<file path="src/rtl/riscv_pkg.sv">
// Shared LSU types and lane helpers: access size decode, byte-enable and write-lane shifting,
// misalignment rules.
package riscv_pkg;

    typedef enum logic [1:0] {
        LSU_BYTE = 2'b00,
        LSU_HALF = 2'b01,
        LSU_WORD = 2'b10
    } lsu_size_e;

    typedef enum logic [1:0] {
        ST_IDLE  = 2'b00,
        ST_BEAT0 = 2'b01,
        ST_BEAT1 = 2'b10,
        ST_RESP  = 2'b11
    } lsu_state_e;

    // Encoding 2'b11 behaves as a word access.
    function automatic lsu_size_e size_decode(input logic [1:0] size);
        return (size == 2'b11) ? LSU_WORD : lsu_size_e'(size);
    endfunction

    // Byte enables across two consecutive words; the upper nibble belongs to the second beat.
    function automatic logic [7:0] lane_be(input logic [1:0] size, input logic [1:0] off);
        logic [7:0] base;
        case (size_decode(size))
            LSU_BYTE: base = 8'h01;
            LSU_HALF: base = 8'h03;
            default:  base = 8'h0F;
        endcase
        return base << off;
    endfunction

    function automatic logic [63:0] lane_wdata(input logic [31:0] wdata, input logic [1:0] off);
        return {32'h0, wdata} << {off, 3'b000};
    endfunction

    function automatic logic is_misaligned(input logic [1:0] size, input logic [1:0] off);
        logic mis;
        case (size_decode(size))
            LSU_BYTE: mis = 1'b0;
            LSU_HALF: mis = (off == 2'd3);
            default:  mis = (off != 2'd0);
        endcase
        return mis;
    endfunction

endpackage

</file>
<file path="src/rtl/lsu_lane_align.sv">
// Combinational lane steering: byte enables and shifted write data for both beats,
// load extraction from a merged two-word window with sign/zero extension.
module lsu_lane_align
    import riscv_pkg::*;
(
    input  logic [1:0]  off,
    input  logic [1:0]  size,
    input  logic        is_signed,
    input  logic [31:0] wdata,
    input  logic [31:0] rword_lo,
    input  logic [31:0] rword_hi,
    output logic [3:0]  be_lo,
    output logic [3:0]  be_hi,
    output logic [31:0] wdata_lo,
    output logic [31:0] wdata_hi,
    output logic        misaligned,
    output logic [31:0] rdata
);

    logic [7:0]  be_wide;
    logic [63:0] wdata_wide;
    logic [31:0] rshift;

    always_comb begin
        be_wide    = lane_be(size, off);
        wdata_wide = lane_wdata(wdata, off);
        rshift     = 32'({rword_hi, rword_lo} >> {off, 3'b000});
        rdata      = rshift;
        case (size_decode(size))
            LSU_BYTE: rdata = {{24{is_signed & rshift[7]}}, rshift[7:0]};
            LSU_HALF: rdata = {{16{is_signed & rshift[15]}}, rshift[15:0]};
            default:  rdata = rshift;
        endcase
    end

    assign be_lo      = be_wide[3:0];
    assign be_hi      = be_wide[7:4];
    assign wdata_lo   = wdata_wide[31:0];
    assign wdata_hi   = wdata_wide[63:32];
    assign misaligned = is_misaligned(size, off);

endmodule

</file>
<file path="src/rtl/lsu_bus_ctrl.sv">
// Multi-cycle load/store bus controller with req/ack handshake and per-beat watchdog.
// Optional LSU_MISALIGN_SPLIT_EN: misaligned accesses become two bus beats instead of faulting.
module lsu_bus_ctrl
    import riscv_pkg::*;
#(
    parameter int unsigned ADDR_W      = 32,
    parameter int unsigned TIMEOUT_CYC = 255
) (
    input  logic              i_clk,
    input  logic              i_reset,
    input  logic              i_req_vld,
    input  logic              i_we,
    input  logic [ADDR_W-1:0] i_addr,
    input  logic [31:0]       i_wdata,
    input  logic [1:0]        i_size,
    input  logic              i_signed,
    output logic              o_stall,
    output logic              o_done,
    output logic [31:0]       o_rdata,
    output logic              o_misaligned,
    output logic              o_bus_err,
    output logic              o_mem_req,
    output logic              o_mem_we,
    output logic [ADDR_W-1:0] o_mem_addr,
    output logic [3:0]        o_mem_be,
    output logic [31:0]       o_mem_wdata,
    input  logic              i_mem_ack,
    input  logic [31:0]       i_mem_rdata
);

`ifdef LSU_MISALIGN_SPLIT_EN
    localparam bit SPLIT_EN = 1'b1;
`else
    localparam bit SPLIT_EN = 1'b0;
`endif

    localparam int unsigned CNT_W = (TIMEOUT_CYC > 1) ? $clog2(TIMEOUT_CYC) : 1;
    localparam logic [CNT_W-1:0] WDOG_LAST = CNT_W'(TIMEOUT_CYC - 1);

    lsu_state_e        state, state_d;
    logic              lat_we, lat_we_d, lat_signed, lat_signed_d;
    logic [1:0]        lat_off, lat_off_d, lat_size, lat_size_d;
    logic [31:0]       lat_wdata, lat_wdata_d, rbuf, rbuf_d;
    logic [CNT_W-1:0]  wdog, wdog_d;
    logic              done_d, mis_d, err_d, mem_req_d, mem_we_d;
    logic [31:0]       rdata_d, mem_wdata_d;
    logic [ADDR_W-1:0] mem_addr_d;
    logic [3:0]        mem_be_d;

    logic              idle, beat1, timeout, split;
    logic [1:0]        la_off, la_size;
    logic              la_signed, la_mis;
    logic [31:0]       la_wdata, la_lo, la_hi, la_wd_lo, la_wd_hi, la_rdata;
    logic [3:0]        la_be_lo, la_be_hi;

    // In IDLE the request is steered straight from the inputs so beat 0 can launch on entry.
    assign idle      = (state == ST_IDLE);
    assign beat1     = (state == ST_BEAT1);
    assign la_off    = idle ? i_addr[1:0] : lat_off;
    assign la_size   = idle ? i_size      : lat_size;
    assign la_signed = idle ? i_signed    : lat_signed;
    assign la_wdata  = idle ? i_wdata     : lat_wdata;
    assign la_lo     = beat1 ? rbuf        : i_mem_rdata;
    assign la_hi     = beat1 ? i_mem_rdata : 32'h0;
    assign split     = la_mis & SPLIT_EN;
    assign timeout   = (TIMEOUT_CYC != 0) && (wdog == WDOG_LAST) && !i_mem_ack;
    assign o_stall   = i_req_vld & ~o_done;

    lsu_lane_align u_align (
        .off        (la_off),
        .size       (la_size),
        .is_signed  (la_signed),
        .wdata      (la_wdata),
        .rword_lo   (la_lo),
        .rword_hi   (la_hi),
        .be_lo      (la_be_lo),
        .be_hi      (la_be_hi),
        .wdata_lo   (la_wd_lo),
        .wdata_hi   (la_wd_hi),
        .misaligned (la_mis),
        .rdata      (la_rdata)
    );

    always_comb begin
        state_d      = state;
        lat_we_d     = lat_we;
        lat_signed_d = lat_signed;
        lat_off_d    = lat_off;
        lat_size_d   = lat_size;
        lat_wdata_d  = lat_wdata;
        rbuf_d       = rbuf;
        wdog_d       = wdog + CNT_W'(1);
        done_d       = 1'b0;
        rdata_d      = 32'h0;
        mis_d        = 1'b0;
        err_d        = 1'b0;
        mem_req_d    = o_mem_req;
        mem_we_d     = o_mem_we;
        mem_addr_d   = o_mem_addr;
        mem_be_d     = o_mem_be;
        mem_wdata_d  = o_mem_wdata;

        case (state)
            ST_IDLE: begin
                if (i_req_vld) begin
                    lat_we_d     = i_we;
                    lat_signed_d = i_signed;
                    lat_off_d    = i_addr[1:0];
                    lat_size_d   = i_size;
                    lat_wdata_d  = i_wdata;
                    if (la_mis && !SPLIT_EN) begin
                        state_d = ST_RESP;
                        done_d  = 1'b1;
                        mis_d   = 1'b1;
                    end else begin
                        state_d     = ST_BEAT0;
                        wdog_d      = '0;
                        mem_req_d   = 1'b1;
                        mem_we_d    = i_we;
                        mem_addr_d  = {i_addr[ADDR_W-1:2], 2'b00};
                        mem_be_d    = la_be_lo;
                        mem_wdata_d = la_wd_lo;
                    end
                end
            end
            ST_BEAT0, ST_BEAT1: begin
                if (i_mem_ack) begin
                    mem_req_d = 1'b0;
                    mem_we_d  = 1'b0;
                    mem_be_d  = 4'h0;
                    if (!beat1 && split) begin
                        state_d     = ST_BEAT1;
                        rbuf_d      = i_mem_rdata;
                        wdog_d      = '0;
                        mem_req_d   = 1'b1;
                        mem_we_d    = lat_we;
                        mem_addr_d  = o_mem_addr + ADDR_W'(4);
                        mem_be_d    = la_be_hi;
                        mem_wdata_d = la_wd_hi;
                    end else begin
                        state_d = ST_RESP;
                        done_d  = 1'b1;
                        rdata_d = lat_we ? 32'h0 : la_rdata;
                    end
                end else if (timeout) begin
                    state_d   = ST_RESP;
                    done_d    = 1'b1;
                    err_d     = 1'b1;
                    mem_req_d = 1'b0;
                    mem_we_d  = 1'b0;
                    mem_be_d  = 4'h0;
                end
            end
            default: state_d = ST_IDLE;
        endcase
    end

    always_ff @(posedge i_clk or negedge i_reset) begin
        if (!i_reset) begin
            state        <= ST_IDLE;
            lat_we       <= 1'b0;
            lat_signed   <= 1'b0;
            lat_off      <= 2'b00;
            lat_size     <= 2'b00;
            lat_wdata    <= 32'h0;
            rbuf         <= 32'h0;
            wdog         <= '0;
            o_done       <= 1'b0;
            o_rdata      <= 32'h0;
            o_misaligned <= 1'b0;
            o_bus_err    <= 1'b0;
            o_mem_req    <= 1'b0;
            o_mem_we     <= 1'b0;
            o_mem_addr   <= '0;
            o_mem_be     <= 4'h0;
            o_mem_wdata  <= 32'h0;
        end else begin
            state        <= state_d;
            lat_we       <= lat_we_d;
            lat_signed   <= lat_signed_d;
            lat_off      <= lat_off_d;
            lat_size     <= lat_size_d;
            lat_wdata    <= lat_wdata_d;
            rbuf         <= rbuf_d;
            wdog         <= wdog_d;
            o_done       <= done_d;
            o_rdata      <= rdata_d;
            o_misaligned <= mis_d;
            o_bus_err    <= err_d;
            o_mem_req    <= mem_req_d;
            o_mem_we     <= mem_we_d;
            o_mem_addr   <= mem_addr_d;
            o_mem_be     <= mem_be_d;
            o_mem_wdata  <= mem_wdata_d;
        end
    end

endmodule

</file>
<file path="config.mk">
export PLATFORM = sky130hd
export DESIGN_NAME = lsu_bus_ctrl
export DESIGN_NICKNAME = d
export VERILOG_FILES = /design/src/rtl/riscv_pkg.sv /design/src/rtl/lsu_lane_align.sv /design/src/rtl/lsu_bus_ctrl.sv
export SDC_FILE = /design/constraint.sdc
export NUM_CORES = 1
export LEC_CHECK = 0
export CORE_MARGIN = 5
export CORE_UTILIZATION = 49
export DETAILED_ROUTE_END_ITERATION = 16
export PLACE_DENSITY = 0.82
export SLEW_MARGIN = 20
export SYNTH_ARGS = -nofsm -noshare
export SYNTH_HDL_FRONTEND = slang
export SYNTH_SLANG_ARGS = --single-unit
</file>
<file path="constraint.sdc">
create_clock -name i_clk -period 2.95 [get_ports i_clk]
set_clock_uncertainty 0.1 [all_clocks]
set_input_delay 0.59 -clock i_clk [delete_from_list [all_inputs] [get_ports i_clk]]
set_output_delay 0.59 -clock i_clk [all_outputs]
set_load 0.02 [all_outputs]
</file>
==> Word level (Yosys, flattened, before mapping) <==
Cells that the tools add are included.
W data, S select, Z words.
{ "word_totals": {"elab_cells": 87, "output_inout_bits": 106, "register_bits": 151, "inputBits": 104} }
{ "classes": {"bitwise_logic": 5, "shift": 3, "n_addsub": 1, "n_mux": 42, "eq_ne": 9, "n_reduce_logical": 11} }
{ "ops": {"columns": ["operator", "n"], "rows": [
  ["$mux W32", 6],
  ["$pmux W32 S2", 1],
  ["$shr A64 B5 Y32", 1],
  ["$shl A32 B5 Y32", 1],
  ["$mux W8", 3],
  ["$mux W4", 4],
  ["$pmux W4 S2", 2],
  ["$mux W1", 14],
  ["$mux W2", 7],
  ["$add A8 B1 Y8 const B", 1],
  ["$eq A8 B8 Y1 const B", 1],
  ["$pmux W1 S2", 4],
  ["$eq A2 B2 Y1 const B", 3],
  ["$eq A2 B1 Y1 const B", 2],
  ["$logic_not A2 Y1", 2],
  ["$ne A2 B2 Y1 const B", 2],
  ["$pmux W2 S2", 1],
  ["$reduce_and A2 Y1", 2],
  ["$reduce_and A4 Y1", 1],
  ["$reduce_bool A2 Y1", 2],
  ["$shl A4 B2 Y4", 1],
  ["$and A1 B1 Y1", 3],
  ["$ne A3 B3 Y1 const B", 1],
  ["$reduce_and A3 Y1", 1],
  ["other kinds (4)", 5]
]} }

==> Logic depth before layout (Yosys ltp) <==
Gate-level depths: netlist of run 1.
{ "depth": {"ltp_word": 10, "depth_mapped": 11, "mapped_depth_nobuf": 7} }

==> Cells and area by module <==
Synthesis of run 1 repeated with hierarchy kept, for this count alone.
{ "unflattened": {"cells_unflattened": 725, "hier_area_um2": 8799.7} }
{ "by_module_without_submodules": {"columns": ["mod", "seq_area_each_um2", "cells_each", "n_inst", "area_per_inst_um2"], "rows": [
  ["lsu_bus_ctrl", 3778.6, 483, 1, 6718.9],
  ["lsu_lane_align", 0.0, 242, 1, 2080.7]
]} }

==> Worst setup path before layout of run 1 <==
OpenSTA, ideal clock, no wires.
{ "synth_timing": {"path_kind": "register to register", "start": "register state[0]", "end": "register o_rdata[21]", "arrival_time_ns": 2.206, "slack_ns": 0.507, "setup_ns": 0.136, "path_stages_with_launch": 10, "period_less_slack_ns": 2.443, "required_time_ns": 2.714, "path_buffers": 2, "cell_sequence": "dfrtp_1 > inv_1 > ha_1 > buf_6 > mux2i_4 > mux2i_1 > o32ai_4 > a211oi_4 > buf_6 > nor3_2"} }
{ "synth_via": {"elab_chain_cells": 9, "word_cells_on_any_way": 20, "classes_between": "eq/ne (4); shift (1); mux (10); bitwise (2); reduce/logical (3)"} }
{ "synth_rtl": {"columns": ["element", "line_no", "rtl"], "rows": [
  ["from (decl)", "lsu_bus_ctrl.sv:40", "lsu_state_e state, state_d;"],
  ["from (signal assigned)", "lsu_bus_ctrl.sv:178", "state <= state_d;"],
  ["branches (longest 8 deep; another with $shr A64 B5 Y32)", null, null],
  ["$mux W32 *", "lsu_bus_ctrl.sv:103", "case (state)"],
  ["named net rdata_d[21]", "lsu_bus_ctrl.sv:46", "logic [31:0] rdata_d, mem_wdata_d;"],
  ["to (signal assigned)", "lsu_bus_ctrl.sv:187", "o_rdata <= rdata_d;"],
  ["to (decl)", "lsu_bus_ctrl.sv:19", "output logic [31:0] o_rdata,"]
]} }
Mark *: on every way through the listed nets, which the timed path passes.
A chain may end at the register's enable or synchronous reset.

==> Final worst setup path of run 1 <==
{ "layout_timing": {"start": "register state[0]", "end": "register o_mem_wdata[21]"} }
{ "layout_via": {"elab_chain_cells": 8, "word_cells_on_any_way": 14, "classes_between": "eq/ne (3); shift (1); mux (5); bitwise (1); reduce/logical (4)"} }
{ "layout_rtl": {"columns": ["element", "line_no", "rtl"], "rows": [
  ["$logic_not A2 Y1 *", "lsu_bus_ctrl.sv:57, lsu_bus_ctrl.sv:103", null],
  ["$mux W2", "lsu_bus_ctrl.sv:60", "assign la_size = idle ? i_size : lat_size;"],
  ["$eq A2 B2 Y1", "riscv_pkg.sv:20", "return (size == 2'b11) ? LSU_WORD : lsu_size_e'(size);"],
  ["$mux W2", "riscv_pkg.sv:20", null],
  ["$eq A2 B1 Y1 or $logic_not A2 Y1 (tied branches)", "riscv_pkg.sv:40", "case (size_decode(size))"],
  ["$pmux W1 S2", "riscv_pkg.sv:40", null],
  ["$not A1 Y1 (no source line)", null, null],
  ["$reduce_and A3 Y1 (no source line)", null, null],
  ["to (signal assigned)", "lsu_bus_ctrl.sv:194", "o_mem_wdata <= mem_wdata_d;"],
  ["to (decl)", "lsu_bus_ctrl.sv:26", "output logic [31:0] o_mem_wdata,"]
]} }
Mark *: on every way between the ends. The rest lies on a longest branch, timed or not.

==> results of run 1 <==
-- cell usage after synthesis (5+ instances only) --
cell	n
o31ai_1	8
buf_2	20
nor3_1	7
a21oi_1	32
dfrtp_1	151
o21ai_0	16
mux2_2	64
mux2i_1	43
nand2b_1	11
a211oi_1	18
xor2_1	5
o221a_2	14
a221oi_1	8
nor2b_1	11
o2111ai_1	6
o22ai_1	7
inv_1	7
ha_1	6
o22a_1	5
nor2_1	67
clkbuf_1	29
a31oi_1	6
nor3_2	10
nand3_1	10
nand2_1	140
-- cells by family after synthesis --
family / count (synthesis) / synth area share (%)
AO/OA/AOI/OAI: 136 / 13.7
multiplexers: 110 / 15.8
other: 1 / 0.0493
buffers and inverters: 64 / 3.98
flip-flops: 151 / 49.7
AND/OR/NAND/NOR: 262 / 15.1
XOR/XNOR: 6 / 0.691
adder cells (fa/ha/maj): 6 / 0.988
-- worst max-delay path: stages, from the launching register on --
cell,delay [ns]
dfrtp_1,0.38
inv_1,0.12
ha_2,0.36
buf_4,0.23
mux2_2,0.42
a221o_2,0.41
buf_12,0.20
a221oi_1,0.33
nor2_1,0.09
-- metal layers --
metal	vias to the layer above	GRT usage, %	wire length (um)
li1	2991	-	-
met1	3089	31.2	8880
met2	274	38.9	10300
met3	54	6.30	1650
met4	0	11.0	789
met5	-	0	0
-- through the flow --
| step | hold slack (ns) | cell area [um2] | util, % |
|---|---|---|---|
| after CTS | 0.0175 | 10500 | 69.3 |
| after detailed placement | 0.361 | 9950 | 65.5 |
| after global routing | 0.0314 | 10500 | 69.3 |
| after floorplan | 0.194 | 7600 | - |
| final | 0.00305 | 10500 | 69.3 |
| after global placement | 0.354 | 9950 | 65.5 |
-- layout make-up --
class                   count  share of cell area [%]
clock buffers              18                    4.17
clock inverters            14                    1.41
inverters                   7                   0.249
multi-input cells         522                    33.6
flip-flops and latches    151                    35.8
well taps                 188                    2.23
repair buffers            239                    22.5
-- worst paths after layout --
path / end / cells past startpoint
hold / removal: o_mem_wdata[24]$_DFFE_PN0P_ / 1
min in group i_clk: o_mem_addr[26]$_DFFE_PN0P_ / 2
max in group asynchronous: o_mem_addr[25]$_DFFE_PN0P_ / 2
setup / recovery: o_mem_wdata[21]$_DFFE_PN0P_ / 8
setup reg to reg: o_mem_wdata[21]$_DFFE_PN0P_ / 8
hold reg to reg: o_mem_addr[26]$_DFFE_PN0P_ / 2
-- cell usage in the layout (no fill, tap or decap), drive strengths merged, types with 9 or more instances in the layout --
| cell | count |
|---|---|
| o21ai | 16 |
| o221a | 14 |
| mux2 | 65 |
| buf | 33 |
| dfrtp | 151 |
| nor2 | 67 |
| nand3 | 10 |
| a21oi | 32 |
| a211oi | 19 |
| mux2i | 45 |
| nand2b | 11 |
| a221oi | 9 |
| nor3 | 17 |
| clkdlybuf4s50 | 206 |
| clkbuf | 18 |
| nand2 | 140 |
| inv | 10 |
| nor2b | 11 |
-- power by group through the flow --
stage	Sequential [mW]	Combinational [mW]	Clock [mW]
after CTS	3.47	6.63	2.19
final	3.47	6.63	2.17
after global routing	3.58	7.14	2.29
after global placement	3.45	6.45	0
after detailed placement	3.48	6.59	0
after floorplan	4.04	3.54	0
-- sequential cells by signal, indices dropped and copies added (netlist names), 4 cells and up --
signal,cells
lat_wdata,32
o_mem_addr,30
o_mem_be,4
o_mem_wdata,32
o_rdata,32
wdog,8
==> flow_summary.toml, run 1 <==
[place]
gp_congestion = 0.824
port_buffers = 207
dpl.hpwl_mm = 15.6
dp_slack_ns = 0.127
placedCellCount = 1107

[floorplan]
core-area_um2 = 15200
pin_count = 210
dieArea_um2 = 18100
die_w_um = 135
rows = 45
die_y_um = 135
initial_core_util_pct = 50.0

[logic_synthesis]
synth_cell_types = 49
synth.avg_cell_area_um2 = 10.3
seq_area_frac_synth_pct = 49.7
synth_top_cell_area_share_pct = 49.7
syn_inst = 736
yosysWarnings = 0
async_flop_share_pct = 100
synth_area_leaders = "dfrtp_1, mux2_2, nand2_1, mux2i_1, nor2_1"
synth_edf_count = 0
ys_ff_latch = 151
synth_area_leader_cell = "dfrtp_1"
ys.flop_type = "dfrtp_1"
syn_area_um2 = 7600

[detailed_routing]
first_pass_iters = 7
via_per_inst = 5.63
wl_per_cell_um = 19.0
dr_total_vias = 6408
drc_errors = 0
routed_wl_mm = 21.7
drtAntennaViolNets = 0
drt_iter0_markers = 458

[pwr]
comb_power_share_pct = 54.1
power_switching_mw = 5.06
power_per_cell_area_nw_per_um2 = 1160
power_frac_seq_pct = 28.3
power_leakage_nw = 4.60
p_sw_share_pct = 41.2
irDropWorstVdd_uv = 616
cellInternalPower_mw = 7.21
p_total_mw = 12.3
pwr-share-clk_pct = 17.7

[sta]
setup_tns_ns = 0
max_slew_margin_pct = 53.9
fmax_mhz = 359
setup_violations = 0
hold_viol_final = 0
rsz0062_at_grt = "false"
final_max_slew_viol_count = 0
setup_slack_ns = 0.161
worstMarginPinSlew_ns = 0.689
period_minus_slack_ns = 2.79
period_share_pct = 94.5

[finish]
n_fill_cell = 1120
multi_input_area_um2 = 3540
seq_area_um2 = 3780
drive_above_1_share_pct = 17.2
final_cells = 1139
nets = 1048
syn_to_final_growth_pct = 38.7
antenna_cells = 0

[cts]
clockRootBuffer = "clkbuf_16"
cts_max_level = 4
cts_hold_buf = 0
cts_setup_buffers = 0
cts-resized-gates = 0
clock_path_buffers = 2
clock_latency_ns = 0.43
clock_sinks = 151
clk_pin_slew_ns = 0.06
cts_buffers = 17
cts_tree = "yes"

[grt]
antenna_found_initial = 0
grt_pass1_wl_mm = 34.7
grtUsageTotal_pct = 24.3
grt_max_degree = 59
grt_pass1_vias = 6618
grt-ovfl-total = 0

[worst_setup_path]
critPathLaunch = "state[0]$_DFFE_PN0P_"
worst_ep_required_time_ns = 3.15
end_kind = "flop"
cp_max_fo = 58
worst_setup_path_start_kind = "flop"
worst-r2r-setup-slack_ns = 0.16
timing.rr.start = "state[0]$_DFFE_PN0P_"
crit_type = "flop to flop"
crit_arrival_ns = 2.99

[outcome]
status = "finished clean"

[worst_hold_path]
holdCritPathClass = "input pin to asynchronous set/reset pin"

[flow_run]
max_cap_violations = 0
No activity file was read; power rests on OpenSTA's default activity.
==> run 2, diff against run 1 <==
REMOVE_ABC_BUFFERS = 1   (was not set)
==> run 2 against run 1 <==
Against the previous run: routed wire length is 4.4% lower; utilization barely moved; non-clock buffer count is 3 lower; final area hardly changed; die area did not move; sequential power hardly changed; worst setup slack gained 0.050 ns; combinational power down 2%; total power down 0.36%; critical path depth stayed put; clock-buffer cell count grew 3; largest cell class unchanged.
==> flow_summary.toml, run 2 (same netlist as run 1, synthesis figures left out) <==
[finish]
drive_above_1_share_pct = 16.8
final_common_cell = "clkdlybuf4s50_1"
n_fill_cell = 1139
antenna_cells = 0
syn_to_final_growth_pct = 38.7
layout_common_cells = "clkdlybuf4s50_1, dfrtp_1, nand2_1"
reg_top3 = "lat_wdata x32, o_mem_wdata x32, o_rdata x32"
fin_util_pct = 69.4
nets = 1045

[cts]
clock_sinks = 151
cts_hold_buf = 0
clock_path_buffers = 2
cts-resized-gates = 0
clk_pin_slew_ns = 0.06
cts_setup_buffers = 0
cts_tree = "yes"
cts_buffers = 17
cts_max_level = 4
clockRootBuffer = "clkbuf_16"
clock_latency_ns = 0.42

[detailed_routing]
first_pass_iters = 5
drc_errors = 0
via_per_inst = 5.56
drtAntennaViolNets = 0
routed_wl_mm = 20.7
drt_iter0_markers = 412
dr_total_vias = 6313
wl_per_cell_um = 18.2

[sta]
max_slew_margin_pct = 49.9
whs_ns = 0.0302
period_share_pct = 92.8
rsz0062_at_grt = "false"
worstMarginPinSlew_ns = 0.748
hold_viol_final = 0
fmax_mhz = 365
setup_slack_ns = 0.211
setup_violations = 0
period_minus_slack_ns = 2.74
final_max_slew_viol_count = 0
setup_tns_ns = 0

[flow_run]
max_cap_violations = 0

[grt]
grt_max_degree = 81
grt-ovfl-total = 0
grtUsageTotal_pct = 23.1
grt_pass1_vias = 6487
grt_pass1_wl_mm = 33.6
antenna_found_initial = 0

[pwr]
pwr-share-clk_pct = 18.2
p_sw_share_pct = 40.2
power_switching_mw = 4.91
cellInternalPower_mw = 7.30
power_frac_seq_pct = 28.3
comb_power_share_pct = 53.4
power_leakage_nw = 4.59
power_per_cell_area_nw_per_um2 = 1160
irDropWorstVdd_uv = 548

[floorplan]
rows = 45
core-area_um2 = 15200
die_w_um = 135
dieArea_um2 = 18100
pin_count = 210
die_y_um = 135
initial_core_util_pct = 50.0

[worst_setup_path]
crit_arrival_ns = 2.92
worst_setup_path_start_kind = "flop"
cp_max_fo = 16
worst-r2r-setup-slack_ns = 0.21
r2r_cells = 8
crit_type = "flop to flop"
worst_ep_required_time_ns = 3.14
timing.rr.start = "state[0]$_DFFE_PN0P_"
reg2reg_to = "o_rdata[20]$_DFF_PN0_"
end_kind = "flop"

[place]
dpl.hpwl_mm = 14.4
gp_congestion = 0.813
dp_slack_ns = 0.178
port_buffers = 207

[worst_hold_path]
holdCritPathClass = "input pin to asynchronous set/reset pin"

[outcome]
status = "finished clean"
==> run 2: per-stage QoR <==
step / cell area [um2] / std cells / power [mW]
2_1_floorplan: 7330 / 680 / 7.38
3_3_place_gp: 9930 / 1104 / 9.85
3_5_place_dp: 9930 / 1104 / 9.97
4_1_cts: 10500 / 1136 / 12.3
5_1_grt: 10500 / 1136 / 13.0
6_report: 10500 / 1136 / 12.2
==> run 2: how the worst max path moves through the flow <==
stage                    startpoint                          end  slack, ns  depth (start not counted)
2_1_floorplan  state[0]$_DFFE_PN0P_  o_mem_wdata[16]$_DFFE_PN0P_      -2.22                          6
5_1_grt        state[0]$_DFFE_PN0P_        o_rdata[20]$_DFF_PN0_       0.03                          8
4_1_cts        state[0]$_DFFE_PN0P_  o_mem_wdata[21]$_DFFE_PN0P_       0.18                          8
3_5_place_dp              i_addr[1]  o_mem_wdata[16]$_DFFE_PN0P_       0.18                          6
6_report       state[0]$_DFFE_PN0P_        o_rdata[20]$_DFF_PN0_       0.21                          8
3_3_place_gp              i_addr[1]  o_mem_wdata[16]$_DFFE_PN0P_       0.22                          6
==> run 2: layer usage <==
metal	routed length (um)	vias up	GRT usage (%)
met5	0	-	0
met4	331	0	6.39
met3	1700	29	6.86
met2	9820	266	37.7
met1	8850	3035	30.2
li1	-	2983	-
==> run 2: cell type report <==
type | count | area [um2] | area share [%]
clock buffer | 21 | 460 | 4.37
clock inverter | 11 | 149 | 1.41
inverter | 7 | 26.3 | 0.249
multi-input combinational | 522 | 3540 | 33.5
sequential | 151 | 3780 | 35.8
tap | 188 | 235 | 2.23
timing repair buffer | 236 | 2360 | 22.4
==> run 2: power groups by stage <==
stage	clock (mW)	combinational, mW	sequential (mW)
2_1_floorplan	0	3.32	4.06
3_3_place_gp	0	6.39	3.46
3_5_place_dp	0	6.49	3.48
4_1_cts	2.26	6.55	3.46
5_1_grt	2.34	7.07	3.58
6_report	2.23	6.53	3.46
==> run 2: worst max-delay path, stage by stage (launching register included) <==
cell      delay, ns
dfrtp_1        0.39
inv_1          0.14
ha_2           0.45
mux2i_4        0.44
mux2i_1        0.42
o32ai_4        0.16
a211oi_4       0.22
buf_12         0.20
nor3_1         0.07
==> edit 1 (settings of run 1) <==
Remove the register `o_bus_err`: a continuous assignment takes its place, so the output `o_bus_err` follows one clock earlier.
--- a/src/rtl/lsu_bus_ctrl.sv
+++ b/src/rtl/lsu_bus_ctrl.sv
@@ -168,7 +168,6 @@
             o_done       <= 1'b0;
             o_rdata      <= 32'h0;
             o_misaligned <= 1'b0;
-            o_bus_err    <= 1'b0;
             o_mem_req    <= 1'b0;
             o_mem_we     <= 1'b0;
             o_mem_addr   <= '0;
@@ -186,7 +185,6 @@
             o_done       <= done_d;
             o_rdata      <= rdata_d;
             o_misaligned <= mis_d;
-            o_bus_err    <= err_d;
             o_mem_req    <= mem_req_d;
             o_mem_we     <= mem_we_d;
             o_mem_addr   <= mem_addr_d;
@@ -195,5 +193,7 @@
         end
     end
 
+    assign o_bus_err = err_d;
+
 endmodule
 
Formal check against the unedited RTL: no difference found for any inputs over 4 cycles, from zero or initial values and one cycle with i_reset low; that may be too few to reach the edited logic, so the function may still have changed.
==> edit 1 against run 1 <==
- setup slack better by 0.011 ns
- cell area is 0.31% lower
- sequential share of layout area is 0.13 points lower
- power is 1.5% lower
- clock power is 7% lower
- synthesized area is 0.33% lower
- critical endpoint is now o_mem_wdata[20]
- largest power group unchanged
- sequential cell count is 1 lower
- wire length is 2.9% lower
==> edit 1: results (changes against run 1) <==
* Worst R2R Path Depth at 9 (+1)
* Post-synthesis async set-or-reset flop share at 1.000 (unchanged)
* Dpl ws at -0.08989 ns (-0.2170 ns)
* Vias at 6,353 (-0.86%)
* DRT Pass-1 Iters at 4 (-3)
* Synth cell count leaders: dfrtp_1, nand2_1, nor2_1
* Max VDD drop at 0.6220 mV (+0.95%)
* Reg-to-Reg Start: state[0]
* # port buffers at 207 (unchanged)
* Min-delay worst type: in2async
* Synth unique cells at 49 (unchanged)
* Final Net Count at 1,051 (+0.29%)
* CTS clk-pin slew, worst paths at 0.06 ns (about the same)
* Synth area leaders: dfrtp_1, mux2_2, nand2_1
* First-pass GRT wire length at 33,560 µm (-3.1%)
* Critical Path AT at 2.98 ns (about the same)
* Seq/Total Area, Yosys at 0.4955 (-0.001661)
* Gpl congestion at 0.8381 (+1.7%)
* Worst Path Max Fanout at 80 (+38%)
* GRT overflow at 0 (unchanged)
* ANT cells at 0 (unchanged)
* Clock latency on the worst-skew pair at 0.42 ns
* Hold Vio Cnt, Final at 0 (unchanged)
* Warnings from Yosys at 0 (unchanged)
* Number of antenna violations at the first check in global routing at 0 (unchanged)
* Initial drt markers at 447 (-2.4%)
* Root buffer cell: clkbuf_16
* Longest Clk Path Bufs at 2 (unchanged)
* Placed Area at 9938 µm² (-0.15%)
* Top_reg_cell synth: dfrtp_1
* DP HPWL at 15,140 µm (-2.9%)
* Largest net degree at the start of global routing at 81 (+37%)
* Htree depth at 4 (unchanged)
* Static leakage at 4.609 nW (+0.28%)
* Slew Limit Headroom at 0.5231 (-0.01606)
* Final setup margin at 0.1724 ns (+0.01148 ns)
* Status: complete, no violations
* Routed wire per std cell at 18.42 µm (-3.1%)
* Layout cells sized above 1 at 0.1752 (+0.002786)
* Number of CTS-inserted buffers at 17 (unchanged)
* Overall routing resource usage at 0.2358 (-0.007273)
* FF-to-FF End: o_mem_wdata[20]
* Top flop regs: lat_wdata x32, o_mem_wdata x32, o_rdata x32
## edit 1: per-layer routing
metal | wire, µm | share of wire | up-vias | GRT usage
met3 | 1652 | 0.079 | 30 | 0.06377
li1 | - | - | 2986 | -
met1 | 8613 | 0.41 | 3083 | 0.3030
met4 | 412 | 0.020 | 0 | 0.07805
met5 | 0 | 0 | - | 0
met2 | 10340 | 0.49 | 254 | 0.3885
## edit 1: final cells by class
cell class | instances | area [µm²]
Clock inverter | 13 | 108.9
Sequential cell | 150 | 3754
Fill cell | 1139 | 4693
Multi-Input combinational cell | 522 | 3537
Clock buffer | 18 | 439.2
Timing Repair Buffer | 243 | 2409
Inverter | 7 | 26.28
Tap cell | 188 | 235.2
## edit 1: metrics by stage
| step | total power, mW | utilization | std cells | hold WS (ns) | setup TNS (ns) |
|---|---|---|---|---|---|
| floorplan | 7.569 | - | 736 | 0.1944 | 0 |
| global placement | 9.875 | 0.6537 | 1109 | 0.3539 | -0.1152 |
| detailed placement | 10.01 | 0.6537 | 1109 | 0.3596 | -0.8621 |
| CTS | 12.08 | 0.6898 | 1140 | 0.05350 | 0 |
| global route | 12.83 | 0.6913 | 1141 | 0.06772 | 0 |
| finish | 12.08 | 0.6913 | 1141 | 0.03741 | 0 |
## edit 1: how the worst max path moves through the flow
stage,from,endpoint,cells past startpoint
floorplan,state[0],o_rdata[21],9
global placement,i_addr[0],o_rdata[18],7
detailed placement,i_addr[0],o_rdata[31],7
CTS,state[1],o_bus_err,5
global route,state[0],o_mem_wdata[18],9
finish,state[0],o_mem_wdata[20],9
## edit 1: what timing repair did
action | 4_1_cts | 5_1_grt
setup endpoints to repair | 0 | 2
buffers inserted | 0 | 1
gates resized for setup | 0 | 1
hold buffers | 0 | 0
## edit 1: logic make-up after synthesis
family | Yosys count | synth area share
AOI/OAI and AO/OA | 136 | 0.1373
xor gates and xnor gates | 6 | 0.006938
adders and majority gates | 6 | 0.009911
buffers and inverters | 64 | 0.03997
DFF | 150 | 0.4955
muxes | 110 | 0.1587
other | 1 | 0.0004951
and+or+nand+nor | 262 | 0.1511
## edit 1: worst max-delay path: stages (launching register included)
cell      delay (ns)
dfrtp_1         0.39
inv_1           0.13
ha_2            0.27
buf_4           0.22
mux2_2          0.36
buf_4           0.18
a221o_2         0.39
buf_12          0.20
a221oi_1        0.28
nor2_1          0.08
## edit 1: where the power goes
group          switching [mW]  internal, mW  total (mW)  leakage [nW]
sequential              0.516          2.93        3.45          1.91
combinational            3.59          3.03        6.62          2.43
clock                   0.844          1.17        2.01         0.267
total                    4.95          7.13        12.1          4.61
==> edit 2 (settings of run 1) <==
Without the edit above. The option `LSU_MISALIGN_SPLIT_EN` is turned on by a define.
--- a/src/rtl/lsu_bus_ctrl.sv
+++ b/src/rtl/lsu_bus_ctrl.sv
@@ -1,5 +1,7 @@
 // Multi-cycle load/store bus controller with req/ack handshake and per-beat watchdog.
 // Optional LSU_MISALIGN_SPLIT_EN: misaligned accesses become two bus beats instead of faulting.
+`define LSU_MISALIGN_SPLIT_EN
+
 module lsu_bus_ctrl
     import riscv_pkg::*;
 #(
Function: changed (Yosys sat finds a counterexample within 4 cycles, from zero or initial values and one cycle with i_reset low).
==> edit 2 against run 1 <==
- sequential cell count up 31
- combinational power grew 60%
- cell area increased by 27%
- non-clock buffer count grew 29
- sequential share of layout area down 1.9 points
- fmax grew 0.67%
- synthesized area up 34%
- setup slack better by 0.019 ns
- wire length rose by 44%
- power rose by 43%
- highest routed layer unchanged
==> edit 2: results (changes against run 1) <==
* First-pass GRT wire length at 49,370 µm (+42%)
* Critical Path AT at 3.03 ns (+0.04 ns)
* Synth unique cells at 59 (+20%)
* Gpl congestion at 0.9575 (+16%)
* Placed Area at 12,740 µm² (+28%)
* Seq/Total Area, Yosys at 0.4481 (-0.04909)
* DRT Pass-1 Iters at 6 (-1)
* Static leakage at 5.703 nW (+24%)
* Met3 GRT Util at 0.04890 (-0.01406)
* Vias at 9,402 (+47%)
* Vias in the first global route at 9,058 (+37%)
* DP HPWL at 22,450 µm (+44%)
* Top_reg_cell synth: dfrtp_1
* # port buffers at 206 (-0.48%)
* Final Net Count at 1,382 (+32%)
* Max VDD drop at 0.7145 mV (+16%)
* GR Util met1 at 0.3603 (+0.04849)
* Slowest-stage cell, CP: nor2_1
* Status: complete, no violations
* Dpl ws at -0.06461 ns (-0.1917 ns)
* Final WL at 31,110 µm (+44%)
* Min-delay worst type: reg2reg
* Post-placement cell count at 1,518 (+37%)
* Crit-path max cell delay at 0.72 ns (+0.30 ns)
* Overall routing resource usage at 0.2563 (+0.01323)
* Number of CTS-inserted buffers at 17 (unchanged)
* Largest net degree at the start of global routing at 112 (+90%)
* Cell family with most CP delay: compound AO/OA/AOI/OAI gates
* Worst Path Max Fanout at 12 (-79%)
* PostCTS Resize Cnt at 0 (unchanged)
* ANT nets after route at 0 (unchanged)
* Vias per cell at 6.050 (+7.5%)
* Synth cell count leaders: dfrtp_1, nand2_1, a21oi_1
* Slew Limit Headroom at 0.3810 (-0.1581)
* Synth area leaders: dfrtp_1, mux2_2, mux2i_1
* Layout cells sized above 1 at 0.1511 (-0.02136)
* Met2 usage at 0.4058 (+0.01668)
* Mapped Cells at 1,063 (+44%)
* Htree depth at 4 (unchanged)
* Initial drt markers at 859 (+88%)
## edit 2: cell count changes after synthesis, sizes merged, moves of 17 or more
| cell | run 1 | this run |
|---|---|---|
| a21oi | 32 | 94 |
| buf | 28 | 45 |
| dfrtp | 151 | 182 |
| mux2 | 65 | 85 |
| mux2i | 45 | 66 |
| nand2 | 140 | 105 |
| nand3 | 10 | 28 |
| nor2 | 67 | 87 |
| o21ai | 16 | 42 |
| o22ai | 8 | 44 |
## edit 2: timing repair
action	4_1_cts	5_1_grt
setup endpoints to repair	0	14
setup buffers	0	3
hold buffers	1	0
hold endpoints to repair	14	0
## edit 2: kinds of logic (layout without fill, tap and decap cells)
| group | count (synthesis) | count (layout) | share of synthesized area |
|---|---|---|---|
| flip-flops | 182 | 182 | 0.4481 |
| multiplexers | 152 | 152 | 0.1625 |
| XOR/XNOR | 7 | 7 | 0.006032 |
| other | 1 | 3 | 0.0003690 |
| AND/OR/NAND/NOR | 335 | 335 | 0.1563 |
| buffers and inverters | 88 | 307 | 0.03853 |
| AO/OA/AOI/OAI | 291 | 291 | 0.1795 |
| adder cells (fa/ha/maj) | 7 | 7 | 0.008617 |
## edit 2: through the flow
step           total power [mW]  hold WS [ns]
6_report                  17.57        0.3764
3_3_place_gp              14.61        0.3365
2_1_floorplan             11.11        0.1944
4_1_cts                   17.41        0.3800
3_5_place_dp              14.84        0.3352
5_1_grt                   18.71        0.4102
## edit 2: worst min-delay path: cells and delay by family (launching register included)
kind,cells,cell delay (ns)
compound gates,1,0.05
simple gates,1,0.05
flops,1,0.34
## edit 2: final timing paths
path	from	endpoint	slack (ns)	cells past startpoint
worst max register to register	state[1]	o_rdata[24]	0.18	8
worst min register to register	o_mem_wdata[28]	o_mem_wdata[28]	0.38	2
max in group asynchronous	i_reset	o_rdata[16]	1.43	3
min in group asynchronous	i_reset	o_mem_wdata[14]	0.47	2
worst max-delay path	state[1]	o_rdata[24]	0.18	8
worst min-delay path	o_mem_wdata[28]	o_mem_wdata[28]	0.38	2
## edit 2: report_power, final
group / total (mW) / switching (mW) / internal (mW)
Clock: 2.47 / 0.996 / 1.48
Sequential: 4.48 / 0.882 / 3.60
Combinational: 10.6 / 6.12 / 4.49
## edit 2: cell type report
cell class              count  area (µm²)
flip-flops and latches    182        4554
well taps                 270       337.8
clock inverters            13       192.7
fillers                  1612        6865
multi-input cells         795        5264
repair buffers            268        2606
clock buffers              19       452.9
inverters                   7       26.28
## edit 2: metal layers
layer	part of all wire	vias to the layer above
li1	-	4323
met1	0.42	4519
met2	0.46	489
met3	0.084	71
met4	0.029	0
met5	0	-
